[config.mk]
export PLATFORM = sky130hd
export DESIGN_NAME = pass_sequencer
export DESIGN_NICKNAME = d
export VERILOG_FILES = /design/src/rtl/pass_sequencer.sv
export SDC_FILE = /design/constraint.sdc
export NUM_CORES = 1
export LEC_CHECK = 0
export CAP_MARGIN = 20
export CORE_ASPECT_RATIO = 2
export CORE_MARGIN = 2
export CORE_UTILIZATION = 33
export CTS_BUF_LIST = sky130_fd_sc_hd__clkbuf_2
export DETAILED_ROUTE_END_ITERATION = 16
export PLACE_DENSITY = 0.65
export SLEW_MARGIN = 20
export SYNTH_ARGS = -nofsm -noshare
export SYNTH_HDL_FRONTEND = slang
export SYNTH_SLANG_ARGS = --single-unit
[constraint.sdc]
create_clock -name clk_i -period 2.05 [get_ports clk_i]
set_input_delay 0.41 -clock clk_i [delete_from_list [all_inputs] [get_ports clk_i]]
set_output_delay 0.41 -clock clk_i [all_outputs]
set_load 0.03 [all_outputs]
[src/rtl/pass_sequencer.sv]
// Scheduler that walks one shared MAC unit through F0 -> F1 -> B for a programmed
// number of epochs. Optional macro PASS_SEQ_INFER_ONLY_EN adds infer_i to skip the B pass.
module pass_sequencer #(
  parameter int N0      = 4,
  parameter int N1      = 4,
  parameter int NB      = 8,
  parameter int CNT_W   = 4,
  parameter int EPOCH_W = 8
) (
  input  logic               clk_i,
  input  logic               rst_i,
  input  logic               en_i,
  input  logic               init_i,
  input  logic               abort_i,
  input  logic [EPOCH_W-1:0] epochs_i,
  input  logic               mac_ready_i,
`ifdef PASS_SEQ_INFER_ONLY_EN
  input  logic               infer_i,
`endif
  output logic               mac_valid_o,
  output logic [CNT_W-1:0]   step_idx_o,
  output logic               f0_pass_o,
  output logic               f1_pass_o,
  output logic               b_pass_o,
  output logic               busy_o,
  output logic               done_o,
  output logic [EPOCH_W-1:0] epoch_cnt_o
);

  typedef enum logic [2:0] {S_IDLE, S_F0, S_F1, S_B, S_DONE} state_e;

  localparam logic [CNT_W-1:0] LAST0 = CNT_W'(N0 - 1);
  localparam logic [CNT_W-1:0] LAST1 = CNT_W'(N1 - 1);
  localparam logic [CNT_W-1:0] LASTB = CNT_W'(NB - 1);

  state_e             state_q, state_d;
  logic [CNT_W-1:0]   step_q, step_d;
  logic [EPOCH_W-1:0] epoch_q, epoch_d;
  logic [EPOCH_W-1:0] epochs_q, epochs_d;
  logic [EPOCH_W-1:0] epoch_inc;
  logic               in_pass, accept, last_step, epoch_end, skip_b;

`ifdef PASS_SEQ_INFER_ONLY_EN
  logic infer_q, infer_d;
  assign skip_b = infer_q;
`else
  assign skip_b = 1'b0;
`endif

  assign in_pass   = (state_q == S_F0) || (state_q == S_F1) || (state_q == S_B);
  assign accept    = in_pass && en_i && mac_ready_i;
  assign last_step = ((state_q == S_F0) && (step_q == LAST0)) ||
                     ((state_q == S_F1) && (step_q == LAST1)) ||
                     ((state_q == S_B)  && (step_q == LASTB));
  assign epoch_inc = epoch_q + 1'b1;

  always_comb begin
    state_d   = state_q;
    step_d    = step_q;
    epoch_d   = epoch_q;
    epochs_d  = epochs_q;
    epoch_end = 1'b0;
`ifdef PASS_SEQ_INFER_ONLY_EN
    infer_d   = infer_q;
`endif
    if (en_i) begin
      case (state_q)
        S_IDLE: begin
          if (init_i) begin
            // A zero epoch request still runs one epoch.
            epochs_d = (epochs_i == '0) ? EPOCH_W'(1) : epochs_i;
            epoch_d  = '0;
            step_d   = '0;
            state_d  = S_F0;
`ifdef PASS_SEQ_INFER_ONLY_EN
            infer_d  = infer_i;
`endif
          end
        end
        S_DONE: state_d = S_IDLE;
        default: begin
          if (abort_i) begin
            state_d = S_IDLE;
            step_d  = '0;
          end else if (accept) begin
            if (!last_step) begin
              step_d = step_q + 1'b1;
            end else begin
              step_d = '0;
              case (state_q)
                S_F0:    state_d = S_F1;
                S_F1:    if (skip_b) epoch_end = 1'b1; else state_d = S_B;
                default: epoch_end = 1'b1;
              endcase
            end
            if (epoch_end) begin
              epoch_d = epoch_inc;
              state_d = (epoch_inc == epochs_q) ? S_DONE : S_F0;
            end
          end
        end
      endcase
    end
  end

  always_ff @(posedge clk_i or posedge rst_i) begin
    if (rst_i) begin
      state_q  <= S_IDLE;
      step_q   <= '0;
      epoch_q  <= '0;
      epochs_q <= '0;
`ifdef PASS_SEQ_INFER_ONLY_EN
      infer_q  <= 1'b0;
`endif
    end else begin
      state_q  <= state_d;
      step_q   <= step_d;
      epoch_q  <= epoch_d;
      epochs_q <= epochs_d;
`ifdef PASS_SEQ_INFER_ONLY_EN
      infer_q  <= infer_d;
`endif
    end
  end

  assign mac_valid_o = en_i && in_pass;
  assign step_idx_o  = step_q;
  assign f0_pass_o   = (state_q == S_F0);
  assign f1_pass_o   = (state_q == S_F1);
  assign b_pass_o    = (state_q == S_B);
  assign busy_o      = (state_q != S_IDLE);
  assign done_o      = (state_q == S_DONE);
  assign epoch_cnt_o = epoch_q;

endmodule

---- Yosys cells after proc, flatten, opt, wreduce, memory -nomap -nowiden ----
Index checks and enable logic that the tools add are counted.
storage, ports and cells
  register bits after elaboration ......... 23
  input bits .............................. 14
  output and inout bits ................... 18
  logic and storage cells ................. 65
cells by class
  add/subtract/negate cells ............... 2
  equality and inequality tests ........... 9
  multiplexer cells ....................... 25
  bitwise logic cells ..................... 1
  reduce and logical (&&, ||, !) cells .... 24
operators by type and width
  cell                                            number
  two-way mux 8 bit                               5
  two-way mux 3 bit                               6
  two-way mux 4 bit                               4
  one-hot mux 8 bit (2 select lines)              1
  one-hot mux 3 bit (2 select lines)              2
  adder 8 x 1 -> 8 bit (second input constant)    1
  == test 8 bit                                   1
  logical NOT 8 bit                               1
  one-hot mux 4 bit (2 select lines)              1
  == test 3 x 2 -> 1 bit (second input constant)  2
  two-way mux 1 bit                               6
  AND reduction 6 bit                             1
  nonzero test 3 bit                              2
  nonzero test 6 bit                              1
  logical AND 1 bit                               5
  AND reduction 5 bit                             1
  nonzero test 5 bit                              1
  adder 4 x 1 -> 4 bit (second input constant)    1
  == test 4 x 2 -> 1 bit (second input constant)  1
  == test 4 x 3 -> 1 bit (second input constant)  1
  logical OR 1 bit                                4
  AND reduction 4 bit                             1
  nonzero test 2 bit                              2
  nonzero test 4 bit                              1
  other kinds (8)                                 9

---- Depth between registers and ports, before layout ----
Gate-level depths: netlist of run 1.
  depth in word-level cells ............... 13
  depth in mapped cells ................... 7
  mapped depth without buffers ............ 6

---- Least setup slack after synthesis of run 1 ----
OpenSTA, ideal clock, no wires.
  path kind ............................... register -> register
  from .................................... register step_q[0], in the netlist step_idx_o[0]
  to ...................................... register state_q[0]
  setup time .............................. 136 ps
  arrival ................................. 2136 ps
  path slack .............................. -223 ps
  stages on the path, launching flop included .. 7
  buffers on the path ..................... 0
  cells stage by stage .................... dfrtp_1 -> ha_1 -> nand2b_1 -> or2_4 -> or4_4 -> a2111oi_4 -> o211ai_1
between the ends
  longest elaborated chain between the ends .. 13
  elaborated cells on any way between the ends .. 19
  those cells by class .................... eq/ne: 2; mux: 9; reduce/logical: 8
RTL lines
  what                                         RTL line  text
  start: declaration                           37        logic [CNT_W-1:0] step_q, step_d;
  start signal: assignment                     117       step_q <= step_d;
  == test 4 x 2 -> 1 bit                       52, 53
  logical AND 1 bit, on equally long branches  52, 53
  logical OR 1 bit                             52        assign last_step = ((state_q == S_F0) && (step_q == LAST0)) ||
  logical OR 1 bit (*)                         53        ((state_q == S_F1) && (step_q == LAST1)) ||
  two-way mux 1 bit                            86        if (!last_step) begin
  two-way mux 1 bit                            85        end else if (accept) begin
  two-way mux 1 bit                            82        if (abort_i) begin
  two-way mux 1 bit                            67        case (state_q)
  two-way mux 1 bit                            66        if (en_i) begin
  two-way mux 3 bit                            96        if (epoch_end) begin
  two-way mux 3 bit                            85
  two-way mux 3 bit                            82
  one-hot mux 3 bit (2 select lines)           67
  end signal: assignment                       116       state_q <= state_d;
  end: declaration                             36        state_e state_q, state_d;
Every way passes the cells marked *; elsewhere a longest branch is shown, timed or not. The select of a mux whose other input is x is not followed.
A chain may end at the register's enable or synchronous reset.

---- Worst setup path after layout of run 1 ----
  from .................................... register epoch_q[3], in the netlist epoch_cnt_o[3]
  to ...................................... register state_q[2]
between the ends
  longest elaborated chain between the ends .. 7
RTL lines
  what                                RTL line  text
  start: declaration                  38        logic [EPOCH_W-1:0] epoch_q, epoch_d;
  start signal: assignment            118       epoch_q <= epoch_d;
  adder 8 x 1 -> 8 bit                55        assign epoch_inc = epoch_q + 1'b1;
  == test 8 bit                       98        state_d = (epoch_inc == epochs_q) ? S_DONE : S_F0;
  two-way mux 3 bit                   98
  two-way mux 3 bit                   96
  two-way mux 3 bit                   85
  two-way mux 3 bit                   82
  one-hot mux 3 bit (2 select lines)  67
Every way passes these cells. The select of a mux whose other input is x is not followed.

==> metrics.md, run 1 <==
| Metric | Value |
|---|---|
| Slew @ Worst Pin | 0.596 ns |
| GRT Residual Overflow | 0 |
| Avg WL per Cell | 14.1 um |
| Hold WC Path Type | input port to async pin |
| Worst rel slew slack | 0.600 |
| Synthesized Nets | ~180 |
| Setup WS post-layout | 0.0744 ns |
| Setup TNS | 0 ns |
| Sink Count | 23 |
| Chip height | 98.6 um |
| Fin. max-slew vios | 0 |
| Area contributors post-synth | dfrtp_1, mux2_1, o21ai_1, nor2_1, or3_1 |
| Clk_lat worst skew | roughly 0.32 ns |
| Area of the multi-input gates | between 800 and 900 sq um |
| Port bufs | 31 |
| Reg area | 587 sq um |
| Synth Area in Simple Gates | 0.236 |
| Placer Congestion | 0.794 |
| # DRC | 0 |
| R2r setup slk | 0.07 ns |
| Top-area cell type share of the netlist area | 0.390 |
| Critical R2R Launch | epoch_cnt_o[3] |
| Largest net degree at the start of global routing | 24 |
| Synth Area in XOR/XNOR | 0.0593 |
| Hold_buf cts | 0 |
| Core ar. | 4340 sq um |
| Mapped Cells | 161 |
| Mean Syn Cell Area | 9.18 sq um |
| Seq/Total Area, Yosys | 0.390 |
| Critical path, cell by cell | xor2_1 > xnor2_1 > or4_4 > a2111oi_4 > a22o_1 |
| Via count | 1424 |
| Pwr/cell area | between 500 and 600 nW/um^2 |
| Slowest CP cell | or4_4 |
| Overall Power | 1.11 mW |
| Clk_skew | 0.00580 ns |
| Initial Util | 0.341 |
| Share of layout cells above drive strength 1 | 0.269 |
| Main flop type after synthesis | dfrtp_1 |
| Total CTS buffers | 3 |
| Layout overhead on the synthesized area | 43.7% |
| FILL cells | approximately 460 |
| Pre-CTS setup slack | -0.187 ns |
| CP Buf/Inv Count | 0 |
| Finished Layout Cells | 274 |
| Static leakage | approximately 1 nW |
| Cell Rows | 34 |
| First-pass GRT wire length | roughly 6.5 mm |
| Hold Vio Cnt, Final | 0 |
| CP endpoint kind | flip-flop |
| Status | finished, final reports clean |
| CP arrival | about 2.3 ns |
| Initial antenna violation count | 1 |
| Number of placed I/O pins | 32 |
| Top delay family on crit path | simple AND/OR/NAND/NOR gates |
| Synthesized cell area | 1480 sq um |
| CP required | 2.33 ns |
| Post-DP Area | 2050 sq um |
| Worst r2r path cells | 5 |
| Complex-gate fraction of the synthesized area | 0.199 |
| Clock buffer depth | 2 |
| Most common cell after layout, fill and taps aside | buf_4 |
| Syn. warnings | 0 |
| Clock-pin slew on the worst setup and hold paths | 0.21 ns |
| Multiplexer share of the synthesized area | 0.0610 |
| Startpoint type of the worst setup path | flip-flop |
| Post-synthesis register bit count | 23 |
| Pre-Repair DR Iteration Count | 4 |
| Final hold slack | between 0.3 and 0.4 ns |
| Via/cell ratio | 5.20 |
| CTS H-Tree Depth | 1 |
| Critical path fanouts, max | 8 |
| Vias in the first global route | 1435 |
| Final WL | 3.86 mm |
| Fmax achieved | 506 MHz |
| Post-synth EDFFs | 0 |
| Commonest cells after routing, fill and taps aside | buf_4, clkdlybuf4s50_1, nor2_1, dfrtp_1, o21ai_1 |
| Antenna viol nets, final | 0 |
| Final Cell Area | 2120 sq um |
| DR iter-0 viols | 21 |
| FF-to-FF End | state_q[2] |
| Post-synth cell types | 41 |
| Synth area leader | dfrtp_1 |
| CP max stage delay | 0.56 ns |
| Ys async rst share | 1.00 |
| Die width | 51.3 um |
| Post-Synth Adder-Cell Area | 0.0169 |
| CTS tree | done |
| Main combinational cell family by area after synthesis | simple AND/OR/NAND/NOR gates |
| Fin crit period | 1.98 ns |
| Peak supply drop | 0.000366 V |
| Final period util | 0.964 |
| Root buffer cell | clkbuf_2 |
| Inst Count DP | 265 |
| Die ar. | between 5000 and 6000 sq um |
| Max Cap Violations | 0 |
| Layout net count | 236 |
| # setup viols final | 0 |
| Final design utilization | 0.489 |
| HPWL Detailed | about 3.0 mm |
| Global Route Usage Sum | 0.169 |
| Kind of critical path | flip-flop to flip-flop |
-- logic make-up (layout without fill, tap and decap cells) --
| group | Yosys count | in the layout |
|---|---|---|
| simple gates | 62 | 62 |
| buf+inv | 14 | 72 |
| other cells | 0 | 1 |
| mux | 8 | 8 |
| xor+xnor | 10 | 10 |
| fa+ha+maj | 2 | 2 |
| flops | 23 | 23 |
| compound gates | 42 | 42 |
-- final cells by class --
class | instances | area share
multi-input cells | 124 | 0.420
inverters | 8 | 0.0141
repair buffers | 60 | 0.247
well taps | 54 | 0.0318
diodes | 1 | 0.00118
flip-flops and latches | 23 | 0.276
clock buffers | 4 | 0.00943
-- worst max path at each step --
stage                   start        endpoint  slack (ns)  depth (start not counted)
2_1_floorplan  epoch_cnt_o[0]      state_q[2]        0.02                          7
3_3_place_gp             en_i  epoch_cnt_o[7]       -0.15                          6
3_5_place_dp             en_i  epoch_cnt_o[6]       -0.19                          5
4_1_cts            state_q[1]      state_q[2]       0.004                          5
5_1_grt            state_q[2]   step_idx_o[3]       -0.01                          8
6_report       epoch_cnt_o[3]      state_q[2]        0.07                          5
-- flip-flops by register name, indices dropped and copies added (netlist names) --
signal       cells
epoch_cnt_o      8
epochs_q         8
state_q          3
step_idx_o       4
-- power by group --
part,switching [mW],internal (mW),total (mW),leakage (nW)
registers,0.0600,0.514,0.574,0.286
logic,0.173,0.181,0.354,0.698
clock network,0.133,0.0516,0.185,0.0166
total,0.367,0.747,1.11,1.00
-- what timing repair did --
action                     in CTS  in global routing
setup endpoints to repair       9                 17
pin swaps                       0                  4
resized for setup              11                 20
setup buffers                   0                  4
-- metal layers --
layer,up-vias,GRT usage,share of wire
li1,703,-,-
met1,690,0.175,0.37
met2,25,0.318,0.58
met3,6,0.0182,0.019
met4,0,0.0891,0.024
met5,-,0,0
-- worst reg2reg max path, stage by stage, from the launching register on --
cell and delay (ns):
dfrtp_1 0.54, xor2_1 0.22, xnor2_1 0.15, or4_4 0.56
a2111oi_4 0.29, a22o_1 0.18
-- synth_stat cells (all sizes together), types with 5 or more instances --
master,instances
a21oi,8
dfrtp,23
inv,8
mux2,8
nand2,9
nand3,5
nor2,15
nor3,7
o21ai,15
or3,7
xnor2,5
xor2,5
Note: power is estimated with default switching activity, not from simulation.
==> run 2: changes to the inputs <==
--- a/config.mk
+++ b/config.mk
@@ -5,13 +5,13 @@
 export SDC_FILE = /design/constraint.sdc
 export NUM_CORES = 1
 export LEC_CHECK = 0
-export CAP_MARGIN = 20
-export CORE_ASPECT_RATIO = 2
+export CORE_ASPECT_RATIO = 1.4
 export CORE_MARGIN = 2
 export CORE_UTILIZATION = 33
 export CTS_BUF_LIST = sky130_fd_sc_hd__clkbuf_2
 export DETAILED_ROUTE_END_ITERATION = 16
 export PLACE_DENSITY = 0.65
+export RECOVER_POWER = 100
 export SLEW_MARGIN = 20
 export SYNTH_ARGS = -nofsm -noshare
 export SYNTH_HDL_FRONTEND = slang
==> run 2 against run 1 <==
Compared with the run above: combinational power is essentially flat; largest power group unchanged; via count shrank 4.3%; flip-flop and latch count is the same; worst setup slack lost 0.031 ns; design area shrank 2.5%; clock skew shrank 0.0035 ns.
==> metrics.md, run 2 (same netlist as run 1, synthesis figures left out) <==
| Metric | Value |
|---|---|
| Status | finished, final reports clean (unchanged) |
| Via count | 1363 (was 1424) |
| Root buffer cell | clkbuf_2 (unchanged) |
| CP max stage delay | 0.55 ns (was 0.56 ns) |
| Most common cell after layout, fill and taps aside | buf_4 (unchanged) |
| Antenna viol nets, final | 0 (unchanged) |
| First-pass GRT wire length | 6.61 mm (was 6.46 mm) |
| Layout net count | 234 (was 236) |
| Area of the multi-input gates | 890 sq um (was 892 sq um) |
| Total CTS buffers | 3 (unchanged) |
| Vias in the first global route | 1463 (was 1435) |
| Final hold slack | 0.536 ns (was 0.383 ns) |
| Setup WS post-layout | 0.0431 ns (was 0.0744 ns) |
| CP Buf/Inv Count | 0 (unchanged) |
| # setup viols final | 0 (unchanged) |
| Reg area | 586 sq um (was 587 sq um) |
| Clock-pin slew on the worst setup and hold paths | 0.22 ns (was 0.21 ns) |
| Worst rel slew slack | 0.170 (was 0.600) |
| Global Route Usage Sum | 0.166 (was 0.169) |
| Fin. max-slew vios | 0 (unchanged) |
| Clk_skew | 0.00228 ns (was 0.00580 ns) |
| Final period util | 0.979 (was 0.964) |
| Commonest cells after routing, fill and taps aside | buf_4, clkdlybuf4s50_1, dfrtp_1 (was buf_4, clkdlybuf4s50_1, nor2_1, dfrtp_1, o21ai_1) |
| Placer Congestion | 0.893 (was 0.794) |
| Fmax achieved | 498 MHz (was 506 MHz) |
| CTS tree | done (unchanged) |
| Largest net degree at the start of global routing | 24 (unchanged) |
| Number of placed I/O pins | 32 (unchanged) |
| Clk_lat worst skew | 0.33 ns (was 0.32 ns) |
| Core ar. | 4270 sq um (was 4340 sq um) |
| Max Cap Violations | 0 (unchanged) |
| CP endpoint kind | flip-flop (unchanged) |
| Share of layout cells above drive strength 1 | 0.235 (was 0.269) |
| Clock buffer depth | 2 (unchanged) |
| Hold Vio Cnt, Final | 0 (unchanged) |
| Pwr/cell area | 537 nW/um^2 (was 524 nW/um^2) |
| Pre-Repair DR Iteration Count | 4 (unchanged) |
| Number of diodes | 0 (was 1) |
| HPWL Detailed | 2.84 mm (was 3.04 mm) |
| Top delay family on crit path | simple AND/OR/NAND/NOR gates (unchanged) |
| Inst Count DP | 269 (was 265) |
| Hold WC Path Type | flip-flop to flip-flop (was input port to async pin) |
| Static leakage | 0.924 nW (was 1.00 nW) |
| Slew @ Worst Pin | 1.25 ns (was 0.596 ns) |
| Port bufs | 31 (unchanged) |
| Kind of critical path | flip-flop to flip-flop (unchanged) |
| CP arrival | 2.30 ns (was 2.25 ns) |
| Peak supply drop | 0.000268 V (was 0.000366 V) |
| Via/cell ratio | 4.92 (was 5.20) |
| Cell Rows | 28 (was 34) |
| Sink Count | 23 (unchanged) |
| Pre-CTS setup slack | -0.190 ns (was -0.187 ns) |
| Avg WL per Cell | 13.4 um (was 14.1 um) |
| Initial Util | 0.346 (was 0.341) |
| DR iter-0 viols | 35 (was 21) |
| CTS H-Tree Depth | 1 (unchanged) |
| Slowest CP cell | or4_4 (unchanged) |
| Critical path fanouts, max | 3 (was 8) |
| Hold_buf cts | 0 (unchanged) |
| # DRC | 0 (unchanged) |
| RSZ-0062 raised after global routing | yes |
| CP required | 2.34 ns (was 2.33 ns) |
| Fin crit period | 2.01 ns (was 1.98 ns) |
| GRT Residual Overflow | 0 (unchanged) |
| Critical path, cell by cell | ha_4 > nand2b_1 > or2_4 > or4_4 > a2111oi_4 > a22o_1 (was xor2_1 > xnor2_1 > or4_4 > a2111oi_4 > a22o_1) |
| Startpoint type of the worst setup path | flip-flop (unchanged) |
| Die ar. | 5040 sq um (was 5060 sq um) |
| Final WL | 3.71 mm (was 3.86 mm) |
| Chip height | 83.2 um (was 98.6 um) |
| Initial antenna violation count | 0 (was 1) |
| Layout overhead on the synthesized area | 40.1% (was 43.7%) |
| Die width | 60.6 um (was 51.3 um) |
| FILL cells | 441 (was 457) |
| Finished Layout Cells | 277 (was 274) |
## run 2: changes by cell type in the layout (fill, tap and decap cells not counted), moves of 2 or more
cell             previous run  this run
clkbuf_1                    0         6
dlymetal6s2s_1              3         1
buf_4                      28        26
clkdlybuf4s15_1             1         3
dlygate4sd2_1               3         1
clkdlybuf4s50_1            20        17
clkbuf_2                    7         4
## run 2: layout make-up
cell class,count,share of cell area
Multi-Input combinational cell,124,0.430
Sequential cell,23,0.283
Timing Repair Buffer,58,0.227
Tap cell,60,0.0363
Inverter,8,0.0145
Clock buffer,3,0.00725
Clock inverter,1,0.00242
## run 2: path summary, 6_finish.rpt
check / start / to / slack (ns) / depth (start not counted)
worst min register to register: epochs_q[4] / epochs_q[4] / 0.54 / 1
worst min-delay path: epochs_q[4] / epochs_q[4] / 0.54 / 1
max in group asynchronous: rst_i / state_q[0] / 0.37 / 3
min in group asynchronous: rst_i / step_idx_o[3] / 0.88 / 3
worst max register to register: step_idx_o[1] / state_q[2] / 0.04 / 6
worst max-delay path: step_idx_o[1] / state_q[2] / 0.04 / 6
## run 2: what timing repair did
item / 4_1_cts / 5_1_grt
pin swaps: 0 / 1
buffers inserted: 2 / 2
gates resized for setup: 11 / 19
setup endpoints to repair: 14 / 20
endpoints found under the hold margin: 0 / 0
## run 2: metal layers
metal | vias up | part of all wire | track usage
li1 | 690 | - | -
met1 | 651 | 0.45 | 0.218
met4 | 0 | 0.019 | 0.0632
met2 | 18 | 0.51 | 0.275
met3 | 4 | 0.016 | 0.0140
met5 | - | 0 | 0
## run 2: power by group
part	internal (mW)	leakage (nW)	total, mW	switching (mW)
Combinational	0.183	0.620	0.357	0.174
Clock	0.0443	0.0164	0.185	0.141
Sequential	0.514	0.287	0.569	0.0547
## run 2: stage by stage
step / TNS [ns] / instance area, sq um / util / power [mW]
after floorplan: 0 / 1500 / - / 0.798
after global placement: -1.99 / 2030 / 0.474 / 0.910
after detailed placement: -2.25 / 2030 / 0.474 / 0.919
after CTS: 0 / 2060 / 0.482 / 1.12
after global routing: -0.0632 / 2070 / 0.484 / 1.19
final: 0 / 2070 / 0.484 / 1.11
==> run 3: changes to the inputs <==
--- a/config.mk
+++ b/config.mk
@@ -12,7 +12,7 @@
 export DETAILED_ROUTE_END_ITERATION = 16
 export PLACE_DENSITY = 0.65
 export RECOVER_POWER = 100
-export SLEW_MARGIN = 20
+export SLEW_MARGIN = 0
 export SYNTH_ARGS = -nofsm -noshare
 export SYNTH_HDL_FRONTEND = slang
 export SYNTH_SLANG_ARGS = --single-unit
==> results of run 3 <==
The final DEF is identical to that of run 2; final timing and power are the same.
